===== config.mk =====
export PLATFORM = sky130hd
export DESIGN_NAME = instr_mem_loader
export DESIGN_NICKNAME = d
export VERILOG_FILES = /design/src/rtl/instr_mem_loader.sv
export SDC_FILE = /design/constraint.sdc
export NUM_CORES = 1
export LEC_CHECK = 0
export CAP_MARGIN = 15
export CORE_MARGIN = 2
export CORE_UTILIZATION = 56
export DETAILED_ROUTE_END_ITERATION = 8
export DONT_BUFFER_PORTS = 1
export PLACE_DENSITY = 0.71
export REMOVE_ABC_BUFFERS = 1
export SLEW_MARGIN = 20
export SYNTH_ARGS = -nofsm -noshare
export SYNTH_HDL_FRONTEND = slang
export SYNTH_SLANG_ARGS = --single-unit

===== constraint.sdc =====
create_clock -name i_clk -period 2.2 [get_ports i_clk]
set_clock_uncertainty 0.1 [all_clocks]
set_input_delay 0.11 -clock i_clk [delete_from_list [all_inputs] [get_ports i_clk]]
set_output_delay 0.11 -clock i_clk [all_outputs]
set_load 0.005 [all_outputs]

===== src/rtl/instr_mem_loader.sv =====
// Byte-stream loader for the instruction store: packs big-endian bytes into 32-bit words,
// writes them at byte addresses 0, 4, 8, ... and holds the CPU until the load completes.
//
// state   | meaning
// --------+-----------------------------------------------------------
// S_IDLE  | waiting for start after reset; nothing loaded yet
// S_RECV  | accepting bytes of the current word (byte_ready high)
// S_WRITE | single-cycle write strobe of the assembled word
// S_DONE  | load finished; CPU released, waiting for a new start
module instr_mem_loader #(
  parameter int DEPTH = 65,
  parameter int CNT_W = 7
) (
  input  logic             i_clk,
  input  logic             i_rst,
  input  logic             i_start,
  input  logic [CNT_W-1:0] i_word_count,
  input  logic [7:0]       i_byte_in,
  input  logic             i_byte_valid,
  output logic             o_byte_ready,
  output logic             o_mem_we,
  output logic [31:0]      o_mem_addr,
  output logic [31:0]      o_mem_wdata,
  output logic             o_cpu_hold,
  output logic             o_done,
  output logic             o_error
);

  typedef enum logic [1:0] {S_IDLE, S_RECV, S_WRITE, S_DONE} state_t;

  localparam logic [CNT_W-1:0] DEPTH_C = CNT_W'(DEPTH);

  state_t           r_state;
  state_t           w_next;
  logic [CNT_W-1:0] r_count;
  logic [CNT_W-1:0] r_index;
  logic [1:0]       r_byte_cnt;
  logic [23:0]      r_shift;
  logic [31:0]      r_mem_addr;
  logic [31:0]      r_mem_wdata;
  logic             r_error;
  logic             w_start_ok;
  logic             w_start_bad;
  logic             w_accept;
  logic             w_last_word;

  assign w_accept    = o_byte_ready & i_byte_valid;
  assign w_last_word = (r_index + CNT_W'(1)) == r_count;

  always_ff @(posedge i_clk or posedge i_rst) begin
    if (i_rst) r_state <= S_IDLE;
    else       r_state <= w_next;
  end

  always_comb begin
    w_next       = r_state;
    o_byte_ready = 1'b0;
    o_mem_we     = 1'b0;
    o_cpu_hold   = 1'b0;
    o_done       = 1'b0;
    w_start_ok   = 1'b0;
    w_start_bad  = 1'b0;
    case (r_state)
      S_IDLE, S_DONE: begin
        o_done = (r_state == S_DONE);
        if (i_start) begin
          if (i_word_count == '0) begin
            w_next = S_DONE;
          end else if (i_word_count > DEPTH_C) begin
            w_start_bad = 1'b1;
          end else begin
            w_start_ok = 1'b1;
            w_next     = S_RECV;
          end
        end
      end
      S_RECV: begin
        o_byte_ready = 1'b1;
        o_cpu_hold   = 1'b1;
        if (w_accept && (r_byte_cnt == 2'd3)) w_next = S_WRITE;
      end
      S_WRITE: begin
        o_mem_we   = 1'b1;
        o_cpu_hold = 1'b1;
        w_next     = w_last_word ? S_DONE : S_RECV;
      end
      default: w_next = S_IDLE;
    endcase
  end

  // Address/data are captured with the 4th byte so they are stable through WRITE and held after.
  always_ff @(posedge i_clk or posedge i_rst) begin
    if (i_rst) begin
      r_count     <= '0;
      r_index     <= '0;
      r_byte_cnt  <= '0;
      r_shift     <= '0;
      r_mem_addr  <= '0;
      r_mem_wdata <= '0;
      r_error     <= 1'b0;
    end else begin
      r_error <= w_start_bad;
      if (w_start_ok) begin
        r_count    <= i_word_count;
        r_index    <= '0;
        r_byte_cnt <= '0;
      end
      if (w_accept) begin
        r_shift    <= {r_shift[15:0], i_byte_in};
        r_byte_cnt <= r_byte_cnt + 2'd1;
        if (r_byte_cnt == 2'd3) begin
          r_mem_wdata <= {r_shift, i_byte_in};
          r_mem_addr  <= {{(32-CNT_W-2){1'b0}}, r_index, 2'b00};
        end
      end
      if (r_state == S_WRITE) begin
        r_index    <= r_index + CNT_W'(1);
        r_byte_cnt <= '0;
      end
    end
  end

  assign o_mem_addr  = r_mem_addr;
  assign o_mem_wdata = r_mem_wdata;
  assign o_error     = r_error;

endmodule


# Word-level counts from Yosys, hierarchy flattened
# Index checks and enable logic that the tools add are counted.
# totals
ff_bits,82
latchBits,0
ramBits,0
romBits,0
in_bits,19
output_inout_bits,69
word_cells,52
memories,0
# classes
addsub,2
n_mul,0
n_div,0
n_lt_le_gt_ge,1
eq_ne,8
shifts,0
n_mux,23
bitwise,1
reduce_logical,9
# ops
operator,count
2-bit two-way mux,8
7-bit two-way mux,2
1-bit two-way mux,12
7-bit by 1-bit adder with 7-bit output (second input constant),1
7-bit equality test,1
7-bit greater-than comparator (second input constant),1
7-bit zero test,1
2-bit equality test (second input constant),3
2-bit case mux with 3 select lines,1
2-bit != test (second input constant),2
2-bit OR reduction,2
3-bit != test (second input constant),1
3-bit AND reduction,1
3-bit nonzero test,1
2-bit by 1-bit adder with 2-bit output (second input constant),1
2-bit by 1-bit equality test with 1-bit output (second input constant),1
2-bit zero test,1
2-bit AND reduction,1
2-bit nonzero test,1
1-bit AND,1
1-bit logical AND,1

# Longest topological paths before layout
# logic_depth
depth_word,8
ltp_mapped,7
depth_no_buf,6

# Least setup slack after synthesis
# No wires, ideal clock.
# synth_timing
kind,in2reg
start,input port i_word_count[1]
end,register r_count[0]
setup_time_ns,0.125
t_arrival_ns,1.647
required_time_ns,1.975
setup_slack_ns,0.329
path_stages,5
path_buffers,1
cell_sequence,or4_4 or4_4 nand4_2 buf_6 mux2_2
# synth_between
elab_chain_len,5
elab_cells_between_ends,6
classes_between,order compare (1); mux (4); reduce/logical (1)
# synth_rtl
item,line,text
"start, declared",17,"input logic [CNT_W-1:0] i_word_count,"
7-bit greater-than comparator,69,end else if (i_word_count > DEPTH_C) begin
1-bit two-way mux,69,
1-bit two-way mux (*),67,if (i_word_count == '0) begin
1-bit two-way mux (*),66,if (i_start) begin
1-bit two-way mux (*),63,case (r_state)
"end signal, assigned",104,r_count <= i_word_count;
"end, declared",35,logic [CNT_W-1:0] r_count;
# Mark *: on every way between the ends. The rest lies on a longest branch, timed or not.
# A chain may end at the register's enable or synchronous reset.

# Worst setup path after layout
# layout_timing
start,register r_index[2]
end,register r_state[1]
# layout_between
elab_chain_len,4
# layout_rtl
item,line,text
"start, declared",36,logic [CNT_W-1:0] r_index;
"start signal, assigned",117,r_index <= r_index + CNT_W'(1);
7-bit by 1-bit adder with 7-bit output,48,assign w_last_word = (r_index + CNT_W'(1)) == r_count;
7-bit equality test,48,
2-bit two-way mux,85,w_next = w_last_word ? S_DONE : S_RECV;
2-bit case mux with 3 select lines,63,
"end signal, assigned",52,else r_state <= w_next;
"end, declared",33,state_t r_state;
# No other way between the ends.

==> summary.md <==
| Metric | Value |
|---|---|
| Outcome | `finished clean` |
| Largest net degree at the start of global routing | `47` |
| Congestion Overflow GR | `0` |
| Critical path fanouts, max | `9` |
| Overall routing resource usage | `18.4%` |
| Post-synthesis instance total | `approximately 280` |
| Setup repair after global routing missed its margin | `no` |
| Routed WL | `6.15 mm` |
| Clock tree from TritonCTS | `built` |
| Placed Cells incl. Taps | `about 350` |
| Height of the die | `around 85 microns` |
| Fraction of registers with async set or reset after synthesis | `100%` |
| Worst-case headroom to the max-slew limit | `56.7%` |
| Met3 layer wire length in the routed design | `380 microns` |
| Horizontal die dimension | `84.6 microns` |
| Vias after detailed routing | `2056` |
| Number of enable-type register cells in the synthesized netlist | `0` |
| Share of power burned in the clock network | `between 20% and 30%` |
| Commonest cells after routing, fill and taps aside | `82 x sky130_fd_sc_hd__dfrtp_1, 69 x sky130_fd_sc_hd__mux2_2, 25 x sky130_fd_sc_hd__conb_1` |
| Max cap viols | `0` |
| Pre-antenna DRT Iters | `4` |
| Top area cells in the synthesized netlist | `sky130_fd_sc_hd__dfrtp_1 56%, sky130_fd_sc_hd__mux2_2 21%, sky130_fd_sc_hd__buf_4 5.2%` |
| Slowest cell on the critical path | `sky130_fd_sc_hd__or4b_2` |
| Critical path required time | `2.35 ns` |
| Pwr Density | `1280 nW/um^2` |
| Library cell occupying the most area in the post-synthesis netlist | `sky130_fd_sc_hd__dfrtp_1` |
| Share of the cycle needed by the critical path after routing | `85.4%` |
| Share of layout cells above drive strength 1 | `33.3%` |
| Final Worst Setup Slack | `0.322 ns` |
| Average footprint of a synthesized cell | `13.1 sq um` |
| Number of antenna violations at the first check in global routing | `0` |
| Total negative setup slack | `0 ns` |
| Dpl hpwl | `4.05 mm` |
| Cell Area, Synth | `3640 sq um` |
| Origin of the worst min-delay path | `i_start` |
| Area of the core | `around 6300 sq um` |
| Post-route ant nets | `0` |
| Switching power of the nets | `~0.0016 W` |
| Number of global-route vias before repair | `2066` |
| Critical path launch point type | `register` |
| Sink Count | `82` |
| Detail Route met2 WL | `3.07 mm` |
| Detailed router's first-iteration violation count | `just over 60` |
| Number of I/O port buffers | `0` |
| Final Hold Vio Count | `0` |
| Chain of cells forming the critical path | `nand4_1, or4b_2, nand2_1, a31oi_1, nor4_2` |
| Maximum cell stage delay along the critical path | `between 0.6 and 0.7 ns` |
| Total number of H-tree levels | `3` |
| Number of max-slew violations in the final report | `0` |
| Count of unique library cells instantiated by Yosys | `36` |
| Fmax | `approximately 530 MHz` |
| Setup Crit Path Kind | `reg -> reg` |
| Latest clock arrival within the worst-skew pair | `0.34 ns` |
| Per-cell routed wire length | `16.1 microns` |
| Worst hold path type | `in -> reg` |
| Number of buffers and inverters on the critical path | `0` |
| Initial standard-cell utilization of the core | `57.7%` |
| Wire length of the first global-routing pass | `10.2 mm` |
| Part of the power in registers | `approximately half` |
| Post-cts gate resize count | `0` |
| Total power consumption of the routed design | `between 0.005 and 0.006 W` |
| Post-layout minimum cycle time | `1.88 ns` |
| Switching Fraction | `a little under a third` |
| Setup slack after placement | `0.250 ns` |
| Number of top-level design ports | `between 80 and 90` |
| Setup-failing EPs final | `0` |
| WL met1 | `2.61 mm` |
| Leakage | `roughly 1.9 nW` |
| Maximum count of clock buffers along a single path | `2` |
| Beginning of the critical path | `r_index[2]$_DFFE_PP0P_` |
| Routability Congestion | `0.869` |
| Per-cell via count in the routed design | `5.37` |
| Worst path arrival time | `2.03 ns` |
| Combinational share of power | `roughly 27%` |
| Portion of synthesized cell area occupied by the leading cell type | `between 50 and 60%` |
| Crit end category | `register` |
| Most used flip-flop cell after synthesis | `sky130_fd_sc_hd__dfrtp_1` |
| Slew of the pin with the lowest slew margin | `0.648 ns` |
| Antenna diodes | `0` |
| Area added between synthesis and finish | `11.9%` |
| Number of warnings printed during yosys synthesis | `0` |
| Proportion of synthesized chip area in sequential cells | `between 50% and 60%` |
| Post-route non-filler standard cell count | `383` |
| Rows | `29` |
| Clock root buffer master | `sky130_fd_sc_hd__clkbuf_8` |
| Maximum resistive drop on vdd | `0.738 mV` |
| DRC | `0` |
| Family of cells with the greatest summed delay on the critical path | `simple AND/OR/NAND/NOR gates` |
| Clock transition time at the flip-flop clock pins of the worst setup and hold paths | `~0.080 ns` |
| Die Footprint | `7160 sq um` |
| Highest routing layer actually used | `met4` |
| Flip-flop and latch count after synthesis | `82` |
| Number of buffers created by CTS | `9` |
| Most common cell after layout, fill and taps aside | `sky130_fd_sc_hd__dfrtp_1` |
| Internal power | `0.00362 W` |
| NumNets Final | `326` |
| R2R Path Start | `r_index[2]$_DFFE_PP0P_` |
## state kept, by name (all words and copies together) (netlist names)
register and cells:
o_error 1, o_mem_addr 7, o_mem_wdata 32, r_byte_cnt 2
r_count 7, r_index 7, r_shift 24, r_state 2
## routing by layer
metal	track usage (%)	vias up
li1	-	960
met1	22.9	1028
met2	30.4	61
met3	5.60	7
met4	6.93	0
met5	0	-
## power groups by stage
| stage | combinational [W] | clock (W) | sequential, W |
|---|---|---|---|
| 2_1_floorplan | 0.00117 | 0 | 0.00251 |
| 3_3_place_gp | 0.00135 | 0 | 0.00264 |
| 3_5_place_dp | 0.00139 | 0 | 0.00267 |
| 4_1_cts | 0.00143 | 0.00120 | 0.00264 |
| 5_1_grt | 0.00157 | 0.00127 | 0.00272 |
| 6_report | 0.00142 | 0.00117 | 0.00262 |
## final timing paths
kind	slack, ns	cells after the start	endpoint
worst max register to register	0.32	5	r_state[1]$_DFFE_PP0P_
worst min-delay path	0.03	3	r_index[0]$_DFFE_PP0P_
worst max-delay path	0.32	5	r_state[1]$_DFFE_PP0P_
worst min register to register	0.41	2	o_mem_addr[7]$_DFFE_PP0P_
max in group asynchronous	1.16	3	r_count[5]$_DFFE_PP0P_
min in group asynchronous	0.19	2	o_mem_wdata[11]$_DFFE_PP0P_
## what timing repair did
item / 4_1_cts / 5_1_grt
hold buffers: 19 / 0
endpoints found under the hold margin: 63 / 0
setup buffers: 0 / 0
## final cells by class
type,count,area (sq um)
clock buffers,10,128
clock inverters,6,88.8
fillers,479,2240
inverters,8,31.3
multi-input cells,175,1420
flip-flops and latches,82,2050
well taps,77,96.3
repair buffers,25,260
## worst register-to-register path: stages, from the launching register on
cell,delay (ns)
sky130_fd_sc_hd__dfrtp_1,0.48
sky130_fd_sc_hd__nand4_1,0.16
sky130_fd_sc_hd__or4b_2,0.63
sky130_fd_sc_hd__nand2_1,0.09
sky130_fd_sc_hd__a31oi_1,0.09
sky130_fd_sc_hd__nor4_2,0.24
## cell usage after synthesis, types with 2 or more instances
library cell	count
sky130_fd_sc_hd__xor2_1	3
sky130_fd_sc_hd__ha_1	6
sky130_fd_sc_hd__nor2_1	6
sky130_fd_sc_hd__a21oi_1	5
sky130_fd_sc_hd__o31ai_1	2
sky130_fd_sc_hd__or4_4	2
sky130_fd_sc_hd__inv_1	8
sky130_fd_sc_hd__dfrtp_1	82
sky130_fd_sc_hd__o21ai_0	9
sky130_fd_sc_hd__clkbuf_1	6
sky130_fd_sc_hd__nand3_1	8
sky130_fd_sc_hd__nor3_1	3
sky130_fd_sc_hd__xnor2_1	6
sky130_fd_sc_hd__nand2_1	13
sky130_fd_sc_hd__mux2_2	69
sky130_fd_sc_hd__buf_1	4
sky130_fd_sc_hd__or2_2	2
sky130_fd_sc_hd__buf_4	25
## logic make-up (layout without fill, tap and decap cells)
kind of cell	count (synthesis)	in the layout	synth area share (%)
adders and majority gates	6	6	2.06
xor gates and xnor gates	9	9	2.17
other	1	25	0.103
muxes	70	70	21.6
buffers and inverters	44	49	7.32
and+or+nand+nor	40	40	5.95
AOI/OAI and AO/OA	25	25	4.43
DFF	82	82	56.4
## per-stage QoR
| step | instance area (sq um) | util, % | hold WS (ns) |
|---|---|---|---|
| after global placement | 3670 | 58.1 | -0.00724 |
| after CTS | 4070 | 64.5 | 0.0225 |
| after floorplan | 3490 | - | 0.132 |
| final | 4070 | 64.5 | 0.0343 |
| after global routing | 4070 | 64.5 | 0.0466 |
| after detailed placement | 3670 | 58.1 | -0.000308 |
Note: power is estimated with default switching activity, not from simulation.
